===== src/rtl/mem_access_ctrl.sv =====
// rtl/mem_access_ctrl.sv - MEM-stage data-memory access controller with req/ack port
module mem_access_ctrl #(
    parameter int unsigned TIMEOUT = 255
) (
    input  logic        clk,
    input  logic        reset,
    input  logic        memread,
    input  logic        memwrite,
    input  logic        byteword,
    input  logic [31:0] addr,
    input  logic [31:0] wdata,
    output logic        stall,
    output logic [31:0] ld_data,
    output logic        ld_valid,
    output logic        misalign,
    output logic        bus_err,
    output logic        mem_req,
    output logic        mem_we,
    output logic [31:0] mem_addr,
    output logic [3:0]  mem_be,
    output logic [31:0] mem_wdata,
    input  logic        mem_ack,
    input  logic [31:0] mem_rdata
);

    typedef enum logic [1:0] {
        ST_IDLE = 2'd0,
        ST_WAIT = 2'd1,
        ST_RESP = 2'd2
    } state_t;

    localparam logic [7:0] CNT_LAST = 8'(TIMEOUT - 1);

    state_t      state_q;
    logic [7:0]  cnt_q;
    logic        bw_q;
    logic [1:0]  lane_q;
    logic [31:0] ld_data_q;
    logic        ld_valid_q;
    logic        misalign_q;
    logic        bus_err_q;
    logic        mem_req_q;
    logic        mem_we_q;
    logic [31:0] mem_addr_q;
    logic [3:0]  mem_be_q;
    logic [31:0] mem_wdata_q;

    logic        access;
    logic        illegal;
    logic        word_misaligned;
    logic [7:0]  lane_byte;
    logic [31:0] load_value;

    assign access          = memread ^ memwrite;
    assign illegal         = memread & memwrite;
    assign word_misaligned = byteword & (addr[1:0] != 2'b00);

    always_comb begin
        lane_byte = mem_rdata[7:0];
        case (lane_q)
            2'd0: lane_byte = mem_rdata[7:0];
            2'd1: lane_byte = mem_rdata[15:8];
            2'd2: lane_byte = mem_rdata[23:16];
            2'd3: lane_byte = mem_rdata[31:24];
            default: lane_byte = mem_rdata[7:0];
        endcase
        load_value = bw_q ? mem_rdata : {{24{lane_byte[7]}}, lane_byte};
    end

    // Stall must reach the earlier stages in the same cycle the access is seen.
    assign stall = reset & ((state_q == ST_WAIT) |
                            ((state_q == ST_IDLE) & access & ~word_misaligned));

    always_ff @(posedge clk) begin
        if (!reset) begin
            state_q     <= ST_IDLE;
            cnt_q       <= 8'd0;
            bw_q        <= 1'b0;
            lane_q      <= 2'd0;
            ld_data_q   <= 32'd0;
            ld_valid_q  <= 1'b0;
            misalign_q  <= 1'b0;
            bus_err_q   <= 1'b0;
            mem_req_q   <= 1'b0;
            mem_we_q    <= 1'b0;
            mem_addr_q  <= 32'd0;
            mem_be_q    <= 4'd0;
            mem_wdata_q <= 32'd0;
        end else begin
            ld_valid_q <= 1'b0;
            misalign_q <= 1'b0;
            bus_err_q  <= 1'b0;
            case (state_q)
                ST_IDLE: begin
                    if (illegal) begin
                        bus_err_q <= 1'b1;
                    end else if (access) begin
                        if (word_misaligned) begin
                            misalign_q <= 1'b1;
                        end else begin
                            mem_req_q   <= 1'b1;
                            mem_we_q    <= memwrite;
                            mem_addr_q  <= {addr[31:2], 2'b00};
                            mem_be_q    <= byteword ? 4'hF : 4'(4'b0001 << addr[1:0]);
                            mem_wdata_q <= byteword ? wdata : {4{wdata[7:0]}};
                            bw_q        <= byteword;
                            lane_q      <= addr[1:0];
                            cnt_q       <= 8'd0;
                            state_q     <= ST_WAIT;
                        end
                    end
                end
                ST_WAIT: begin
                    // An ack arriving on the final timeout cycle still completes the access.
                    if (mem_ack) begin
                        mem_req_q <= 1'b0;
                        state_q   <= ST_RESP;
                        if (!mem_we_q) begin
                            ld_data_q  <= load_value;
                            ld_valid_q <= 1'b1;
                        end
                    end else if (cnt_q == CNT_LAST) begin
                        mem_req_q <= 1'b0;
                        bus_err_q <= 1'b1;
                        ld_data_q <= 32'd0;
                        cnt_q     <= cnt_q + 8'd1;
                        state_q   <= ST_RESP;
                    end else begin
                        cnt_q <= cnt_q + 8'd1;
                    end
                end
                ST_RESP: begin
                    state_q <= ST_IDLE;
                end
                default: begin
                    state_q <= ST_IDLE;
                end
            endcase
        end
    end

    assign ld_data   = ld_data_q;
    assign ld_valid  = ld_valid_q;
    assign misalign  = misalign_q;
    assign bus_err   = bus_err_q;
    assign mem_req   = mem_req_q;
    assign mem_we    = mem_we_q;
    assign mem_addr  = mem_addr_q;
    assign mem_be    = mem_be_q;
    assign mem_wdata = mem_wdata_q;

endmodule


===== config.mk =====
export PLATFORM = sky130hd
export DESIGN_NAME = mem_access_ctrl
export DESIGN_NICKNAME = d
export VERILOG_FILES = /design/src/rtl/mem_access_ctrl.sv
export SDC_FILE = /design/constraint.sdc
export NUM_CORES = 1
export LEC_CHECK = 0
export BUFFER_PORTS_ARGS = -buffer_cell sky130_fd_sc_hd__buf_4
export CORE_UTILIZATION = 51
export CTS_BUF_LIST = sky130_fd_sc_hd__clkbuf_4 sky130_fd_sc_hd__clkbuf_8 sky130_fd_sc_hd__clkbuf_16
export CTS_CLUSTER_DIAMETER = 200
export DETAILED_ROUTE_END_ITERATION = 8
export PLACE_DENSITY = 0.85
export SLEW_MARGIN = 20
export SYNTH_ARGS = -nofsm -noshare
export SYNTH_HDL_FRONTEND = slang
export SYNTH_SLANG_ARGS = --single-unit

===== constraint.sdc =====
create_clock -name clk -period 3.5 [get_ports clk]
set_input_delay 0.525 -clock clk [delete_from_list [all_inputs] [get_ports clk]]
set_output_delay 0.525 -clock clk [all_outputs]
set_load 0.005 [all_outputs]

# After elaboration in Yosys (flattened, before gate mapping)
# Index checks and enable logic that the tools add are counted.
[op_classes]
add_sub_neg = 1
n_eq_ne = 11
shifts = 1
n_mux = 30
n_bitwise = 12
reduce_logical = 12
[op_table]
columns = ["op", "count"]
rows = [
  ["32-bit two-way mux", 5],
  ["8-bit two-way mux", 4],
  ["8-bit case mux with 4 select lines", 1],
  ["8-bit case mux with 2 select lines", 1],
  ["1-bit two-way mux", 10],
  ["2-bit two-way mux", 5],
  ["2-bit != test (second input constant)", 5],
  ["5-bit AND reduction", 2],
  ["8-bit by 1-bit adder with 8-bit output (second input constant)", 1],
  ["8-bit == test (second input constant)", 1],
  ["4-bit AND reduction", 2],
  ["3-bit AND reduction", 2],
  ["2-bit nonzero test", 3],
  ["1-bit AND", 5],
  ["1-bit inverter", 5],
  ["2-bit by 1-bit == test with 1-bit output (second input constant)", 2],
  ["2-bit == test (second input constant)", 2],
  ["2-bit logical NOT", 2],
  ["4-bit two-way mux", 1],
  ["1-bit case mux with 2 select lines", 2],
  ["2-bit case mux with 2 select lines", 1],
  ["4-bit OR reduction", 1],
  ["1-bit by 2-bit << shifter with 4-bit output (first input constant)", 1],
  ["3-bit by 2-bit != test with 1-bit output (second input constant)", 1],
  ["other kinds (2)", 2],
]
[word_totals]
ff_bits = 116
out_inout_bits = 106

# Longest topological paths before layout
# Gate-level depths: netlist of run 1.
[logic_depth]
word_depth = 6
ltp_mapped = 7
ltp_nobuf = 6

# Least setup slack after synthesis of run 1
# Ideal clock, no wire load.
[synth_path]
path_type = "in2out"
start = "input port memread"
end = "output port stall"
t_arrival_ns = 1.718
required_time_ns = 2.975
path_slack_ns = 1.257
cell_stages = 6
cell_sequence = "ha_1 > nor3b_1 > nand2_1 > buf_2 > buf_2 > a21oi_1"
[synth_between]
elab_chain_cells = 5
[synth_lines]
columns = ["element", "line", "source"]
rows = [
  ["start: declaration", "7", "input logic memread,"],
  ["1-bit bitwise XOR", "54", "assign access = memread ^ memwrite;"],
  ["1-bit AND (2 in series)", "72", "((state_q == ST_IDLE) & access & ~word_misaligned));"],
  ["1-bit bitwise OR", "71", "assign stall = reset & ((state_q == ST_WAIT) |"],
  ["1-bit AND", "71", ""],
  ["end: declaration", "12", "output logic stall,"],
]
# Every way passes these cells.

# Final worst setup path of run 1
[layout_path]
start = "input port memwrite"
end = "output port stall"
[layout_between]
elab_chain_cells = 5
[layout_lines]
columns = ["element", "line", "source"]
rows = [
  ["start: declaration", "8", "input logic memwrite,"],
  ["1-bit bitwise XOR", "54", ""],
  ["1-bit AND (2 in series)", "72", ""],
  ["1-bit bitwise OR", "71", ""],
  ["1-bit AND", "71", ""],
]
# Every way passes these cells.

==> impl_metrics.yaml, run 1 <==
status:
  run_status: "complete, but fails checks"
  violations: "design-rule violations"
clock_tree:
  clkSinkCount: 116
  clock_insertion_delay_worst_skew_ns: 0.51
  cts_inserted_buffers: 17
  clkSlewWorstSetupHoldPaths_ns: 0.06
  cts.path.max_buffers: 2
  cts-root-buf: "clkbuf_8"
  tritoncts: "done"
  cts_repair_resize_count: 0
  post_cts_buffers: 0
  htree_num_levels: 4
  postCtsHoldBufs: 0
floorplanning:
  floorplan.die.width_microns: 98.0
  placementRows: 34
  number_of_primary_i_o_pins: 208
  die_height_microns: 98.0
  die_footprint_sq_um: 9600
  initial_utilization: 0.534
  core_area_sq_um: 8810
power:
  ir_worst_vdd_uv: 298
  fin_total_pwr_w: 0.00369
  static_leakage_power_nw: 2.98
  p_per_area_nw_per_um2: 538
min_path:
  worstHoldStart: "addr[10]"
  hp-class: "primary input to flip-flop"
  worst_hold_path.num_cells: 3
  holdPathEnd: "mem_addr[10]"
route:
  finalWirelength_microns: 14100
  routed_via_density: 5.63
  dr_total_vias: 4755
  detail_route.iter0.violations: 406
  drt-wirelength-per-cell_microns: 16.7
  drt.antenna.violating_nets: 0
  drt_drc_violations_left: 11
  dr.pass1.iters: 8
flow_run:
  max_cap_violations: 0
placed_design:
  buffer_ports.inserted: 205
  detailedPlacementHpwl_microns: 9900
  gpl.final_weighted_congestion: 0.843
  dp.cells: 812
global_route:
  grtUsageTotal: 0.295
  grt_max_degree: 67
  wire_length_of_the_first_global_routing_pass_microns: 22500
  grt_pass1_vias: 4588
  grt_antenna_before_repair: 0
  globalRouteOverflowTotal: 0
worst_setup_path:
  worstReg2RegEnd: "ld_data[18]"
  worstPathArrival_ns: 2.10
  reg2regPathDepth: 4
  regToRegSetupSlack_ns: 1.20
  critPathKind: "primary input to primary output"
  timing.critical_path.cells: "buf_4 -> ha_1 -> nor3b_1 -> nand2_2 -> a21oi_1 -> buf_4"
  critPathLaunchType: "primary input"
  critical-path-top-delay-family: "simple AND/OR/NAND/NOR gates"
  r2r_start: "lane_q[0]"
  timing.critical_path.fanout_max: 21
  slowest_stage: "nor3b_1"
  critical-path-max-stage-delay_ns: 0.38
  cp.required_ns: 2.97
  end_kind: "primary output"
  cp.buffers_inverters: 2
  crit_path_most_repeated_cell: "buf_4"
timing:
  hold_viol_final: 0
  maxSlewViolCount: 0
  maxClockFrequency_mhz: 381
  rsz0062_at_grt: "no"
  finalWorstPathRequiredPeriod_ns: 2.62
  max_slew.worst_pin.slew_ns: 1.09
  timing.clock.skew_ns: 0.00738
  final.setup.tns_ns: 0
  post-route-period-util: 0.749
  finalSetupViolations: 0
  timing.max_slew.rel_slack: 0.275
logic_synthesis:
  synth_adder_area_share: 0.00799
  synth.mux.area_fraction: 0.0383
  synth-compound-area-share: 0.197
  post-synth-top-area-cell: "dfxtp_1"
  synthesis.area_per_instance_sq_um: 8.87
  syn_area_sq_um: 4700
  post_synth_top_flop: "dfxtp_1"
  ys_seq_elements: 116
  cell_variety_after_synth: 45
  post_synth_inst_count: 530
  simple_logic_cell_fraction_of_the_synthesized_area: 0.213
  synth_top_family_by_area: "simple AND/OR/NAND/NOR gates"
  synthArstFlopShare: 0
  synth.yosys.seq_area_share: 0.494
  synth.area.top_cells: "dfxtp_1 49%, nand2_1 8.1%, a21oi_1 6.7%, a222oi_1 5.1%, o2bb2ai_1 4.5%"
  synth-edff-count: 0
  synth_top_area_share: 0.494
  post_synth_xor_area_fraction: 0.00373
  synth-warning-count: 0
layout:
  final.fill_count: 589
  nets: 828
  finalNonFillerCells: 844
  antenna_cells: 0
  layout-area-overhead-vs-synth_pct: 46.0
  final_layout_size_suffix_gt1_frac: 0.344
metrics by stage:
stage	hold slack [ns]	utilization	worst slack (ns)	instance area (sq um)
finish	0.264	0.779	0.877	6860
global route	0.243	0.779	0.823	6860
CTS	0.247	0.779	0.928	6860
detailed placement	0.448	0.710	0.921	6260
global placement	0.442	0.710	0.937	6260
floorplan	0.448	-	1.26	4700
cell families (layout without fill, tap and decap cells):
kind of cell,Yosys count,in the layout
mux,18,18
flops,116,116
xor+xnor,2,2
fa+ha+maj,3,3
simple gates,209,209
compound gates,136,136
buf+inv,45,250
other cells,1,2
tightest hold or removal path: cells and delay by family:
family / cells / cell delay [ns]
and+or+nand+nor: 1 / 0.04
buffers and inverters: 1 / 0.10
AOI/OAI and AO/OA: 1 / 0.05
synth_stat cells (all sizes together) (2+ instances only):
cell type,number
a21oi,63
a222oi,24
a22oi,2
a32oi,2
and4,2
buf,18
clkbuf,22
dfxtp,116
ha,3
inv,5
mux2i,18
nand2,102
nand2b,16
nand3,12
nor2,36
nor2b,19
nor3,3
nor4,2
nor4b,2
o21ai,15
o2bb2ai,24
or3,7
xnor2,2
final cells by class:
type	count	area, sq um	share of cell area
clock buffers	18	428	0.0624
repair buffers	213	1600	0.233
well taps	108	135	0.0197
inverters	5	18.8	0.00274
clock inverters	14	178	0.0259
flip-flops and latches	116	2320	0.338
multi-input cells	370	2180	0.318
report_power, final:
part	internal, W	switching (W)	total [W]
clock	0.00111	0.000631	0.00174
sequential	0.00140	0.0000542	0.00145
combinational	0.000253	0.000246	0.000499
total	0.00276	0.000932	0.00369
layer usage:
metal,vias up,track usage,share of wire
met1,2236,0.350,0.39
li1,2265,-,-
met2,224,0.503,0.51
met4,0,0.112,0.023
met5,-,0,0
met3,30,0.0880,0.081
how the worst max path moves through the flow:
stage | startpoint | endpoint | slack [ns] | cells past startpoint
2_1_floorplan | memread | stall | 1.26 | 6
3_3_place_gp | memwrite | stall | 0.94 | 6
3_5_place_dp | memwrite | stall | 0.92 | 6
4_1_cts | memwrite | stall | 0.93 | 6
5_1_grt | memwrite | stall | 0.82 | 6
6_report | memwrite | stall | 0.88 | 6
placed cells by master, fill, tap and decap left out, drive strengths merged, types with 2 or more instances in the layout:
master	synthesis	layout
buf	18	213
dfxtp	116	116
nand2	102	102
a21oi	63	63
nor2	36	36
a222oi	24	24
o2bb2ai	24	24
nor2b	19	19
mux2i	18	18
clkbuf	22	18
nand2b	16	16
o21ai	15	15
nand3	12	12
or3	7	7
inv	5	7
clkinv	0	5
clkinvlp	0	4
nor3	3	3
ha	3	3
bufinv	0	3
nor4b	2	2
and4	2	2
a32oi	2	2
xnor2	2	2
conb	1	2
a22oi	2	2
nor4	2	2
flip-flops by register name (all words and copies together) (netlist names):
signal,flops
bus_err,1
bw_q,1
cnt_q,8
lane_q,2
ld_data,32
ld_valid,1
mem_addr,30
mem_be,4
mem_req,1
mem_wdata,32
mem_we,1
misalign,1
state_q,2
Note: power is estimated with default switching activity, not from simulation.
==> run 2, diff against run 1 <==
ABC_AREA = 1   (was unset)
CORE_UTILIZATION = 48   (was 51)
PLACE_DENSITY = 0.8   (was 0.85)
clock period = 2.5 ns   (was 3.5 ns; I/O delays follow)
==> run 2 against run 1 <==
The flow now finishes without violations. Sequential cell count unchanged. Setup slack worse by 0.45 ns. Core utilization down 6.7 points. Register-to-register slack worse by 0.77 ns. Synthesized area up 3.7%. Synthesized cell count up 29%. Critical path type is now flip-flop to flip-flop.
==> impl_metrics.yaml, run 2 <==
worst_setup_path:
  regToRegSetupSlack_ns: 0.43
  critPathKind: "flip-flop to flip-flop"
  cp.required_ns: 2.94
  worstPathArrival_ns: 2.51
  end_kind: "flip-flop"
  critPathLaunchType: "flip-flop"
  worstSetupStartpoint: "cnt_q[0]"
  r2r_start: "cnt_q[0]"
  timing.critical_path.fanout_max: 32
floorplanning:
  die_height_microns: 103
  core_area_sq_um: 9820
  die_footprint_sq_um: 10600
  initial_utilization: 0.497
  number_of_primary_i_o_pins: 208
  placementRows: 36
  floorplan.die.width_microns: 103
logic_synthesis:
  post_synth_top_flop: "dfxtp_1"
  syn_area_sq_um: 4880
  post_synth_inst_count: 685
  cell_variety_after_synth: 28
  ys_seq_elements: 116
  synth.yosys.seq_area_share: 0.476
  post-synth-top-area-cell: "dfxtp_1"
  synth_commonest_cells: "154 x nand2_1, 147 x nor2_1, 116 x dfxtp_1"
  synth.area.top_cells: "dfxtp_1 48%, nand2_1 12%, nor2_1 11%, a21oi_1 5.7%, o21ai_0 5.7%"
  synth-edff-count: 0
  synthesis.area_per_instance_sq_um: 7.12
  synth_top_area_share: 0.476
  synth-warning-count: 0
  synthArstFlopShare: 0
  yosysMostFrequentCell: "nand2_1"
clock_tree:
  clock_insertion_delay_worst_skew_ns: 0.52
  clkSinkCount: 116
  cts_repair_resize_count: 0
  cts-root-buf: "clkbuf_8"
  cts_inserted_buffers: 17
  post_cts_buffers: 0
  cts.path.max_buffers: 2
  postCtsHoldBufs: 0
  clkSlewWorstSetupHoldPaths_ns: 0.05
  tritoncts: "done"
  htree_num_levels: 4
layout:
  antenna_cells: 0
  nets: 980
  most_used_cells_in_the_layout_excluding_fill_and_tap_cells: "212 x buf_4, 153 x nand2_1, 147 x nor2_1"
  final_layout_size_suffix_gt1_frac: 0.294
  layout-area-overhead-vs-synth_pct: 43.4
  finalNonFillerCells: 1020
  final_common_cell: "buf_4"
  final.fill_count: 829
route:
  finalWirelength_microns: 14600
  drt.antenna.violating_nets: 0
  drt_drc_violations_left: 0
  dr_total_vias: 5305
  detail_route.iter0.violations: 318
  drt-wirelength-per-cell_microns: 14.3
  routed_via_density: 5.20
  dr.pass1.iters: 5
global_route:
  grtUsageTotal: 0.284
  wire_length_of_the_first_global_routing_pass_microns: 23100
  grt_max_degree: 53
  globalRouteOverflowTotal: 0
  grt_pass1_vias: 4877
  grt_antenna_before_repair: 0
placed_design:
  gpl.final_weighted_congestion: 0.874
  dp_worst_setup_slack_ns: 0.531
  buffer_ports.inserted: 205
  dp.cells: 989
  detailedPlacementHpwl_microns: 10300
power:
  ir_worst_vdd_uv: 330
  p_per_area_nw_per_um2: 765
  static_leakage_power_nw: 3.18
  fin_total_pwr_w: 0.00535
timing:
  final.setup.tns_ns: 0
  finalSetupViolations: 0
  maxClockFrequency_mhz: 483
  timing.max_slew.rel_slack: 0.474
  hold_viol_final: 0
  post-route-period-util: 0.828
  rsz0062_at_grt: "no"
  max_slew.worst_pin.slew_ns: 0.788
  timing.clock.skew_ns: 0.00550
  finalWorstPathRequiredPeriod_ns: 2.07
  maxSlewViolCount: 0
  worst_slack_ns: 0.431
flow_run:
  max_cap_violations: 0
min_path:
  hp-class: "primary input to flip-flop"
  worstHoldStart: "addr[30]"
status:
  run_status: "complete, no violations"
[run 2: worst max-delay path, stage by stage, from the launching register on]
cell,delay (ns)
dfxtp_1,0.38
inv_1,0.09
ha_1,0.21
nand2_1,0.06
nor2_1,0.05
nand3_1,0.13
nand2_1,0.24
inv_2,0.48
nand2_1,0.15
a21oi_1,0.19
[run 2: report_power, final]
| group | leakage, nW | internal [W] | switching (W) | total, W |
|---|---|---|---|---|
| Sequential | 0.949 | 0.00201 | 0.0000892 | 0.00209 |
| Clock | 0.292 | 0.00154 | 0.000831 | 0.00237 |
| Combinational | 1.94 | 0.000424 | 0.000464 | 0.000888 |
| Total | 3.18 | 0.00397 | 0.00138 | 0.00535 |
[run 2: worst paths after layout]
check                       to  cells after the start
hold reg to reg     ld_data[8]                      2
hold / removal    mem_addr[30]                      3
setup reg to reg   ld_data[18]                      9
setup / recovery   ld_data[18]                      9
[run 2: layout make-up]
type,instances,area (sq um),area share
Clock buffer,22,483,0.0691
Clock inverter,9,101,0.0145
Inverter,35,131,0.0188
Multi-Input combinational cell,493,2200,0.314
Sequential cell,116,2320,0.332
Tap cell,133,166,0.0238
Timing Repair Buffer,212,1590,0.228
[run 2: through the flow]
step	hold slack [ns]	instance area, sq um	util
after detailed placement	0.453	6410	0.653
final	0.110	6990	0.712
after CTS	0.0919	6990	0.712
after global routing	0.106	6990	0.712
after global placement	0.449	6410	0.653
after floorplan	0.456	4880	-
[run 2: cell families (layout without fill, tap and decap cells)]
logic type	Yosys count	after routing	synth area share
buffers and inverters	77	278	0.0742
adders and majority gates	3	3	0.00770
AOI/OAI and AO/OA	139	139	0.150
and+or+nand+nor	346	346	0.286
other	1	2	0.000769
xor gates and xnor gates	3	3	0.00539
DFF	116	116	0.476
[run 2: per-layer routing]
layer,track usage,routed length [microns],vias up
met5,0,0,-
met4,0.139,580,0
met3,0.0712,913,49
met2,0.481,7140,206
met1,0.335,5930,2468
li1,-,-,2582
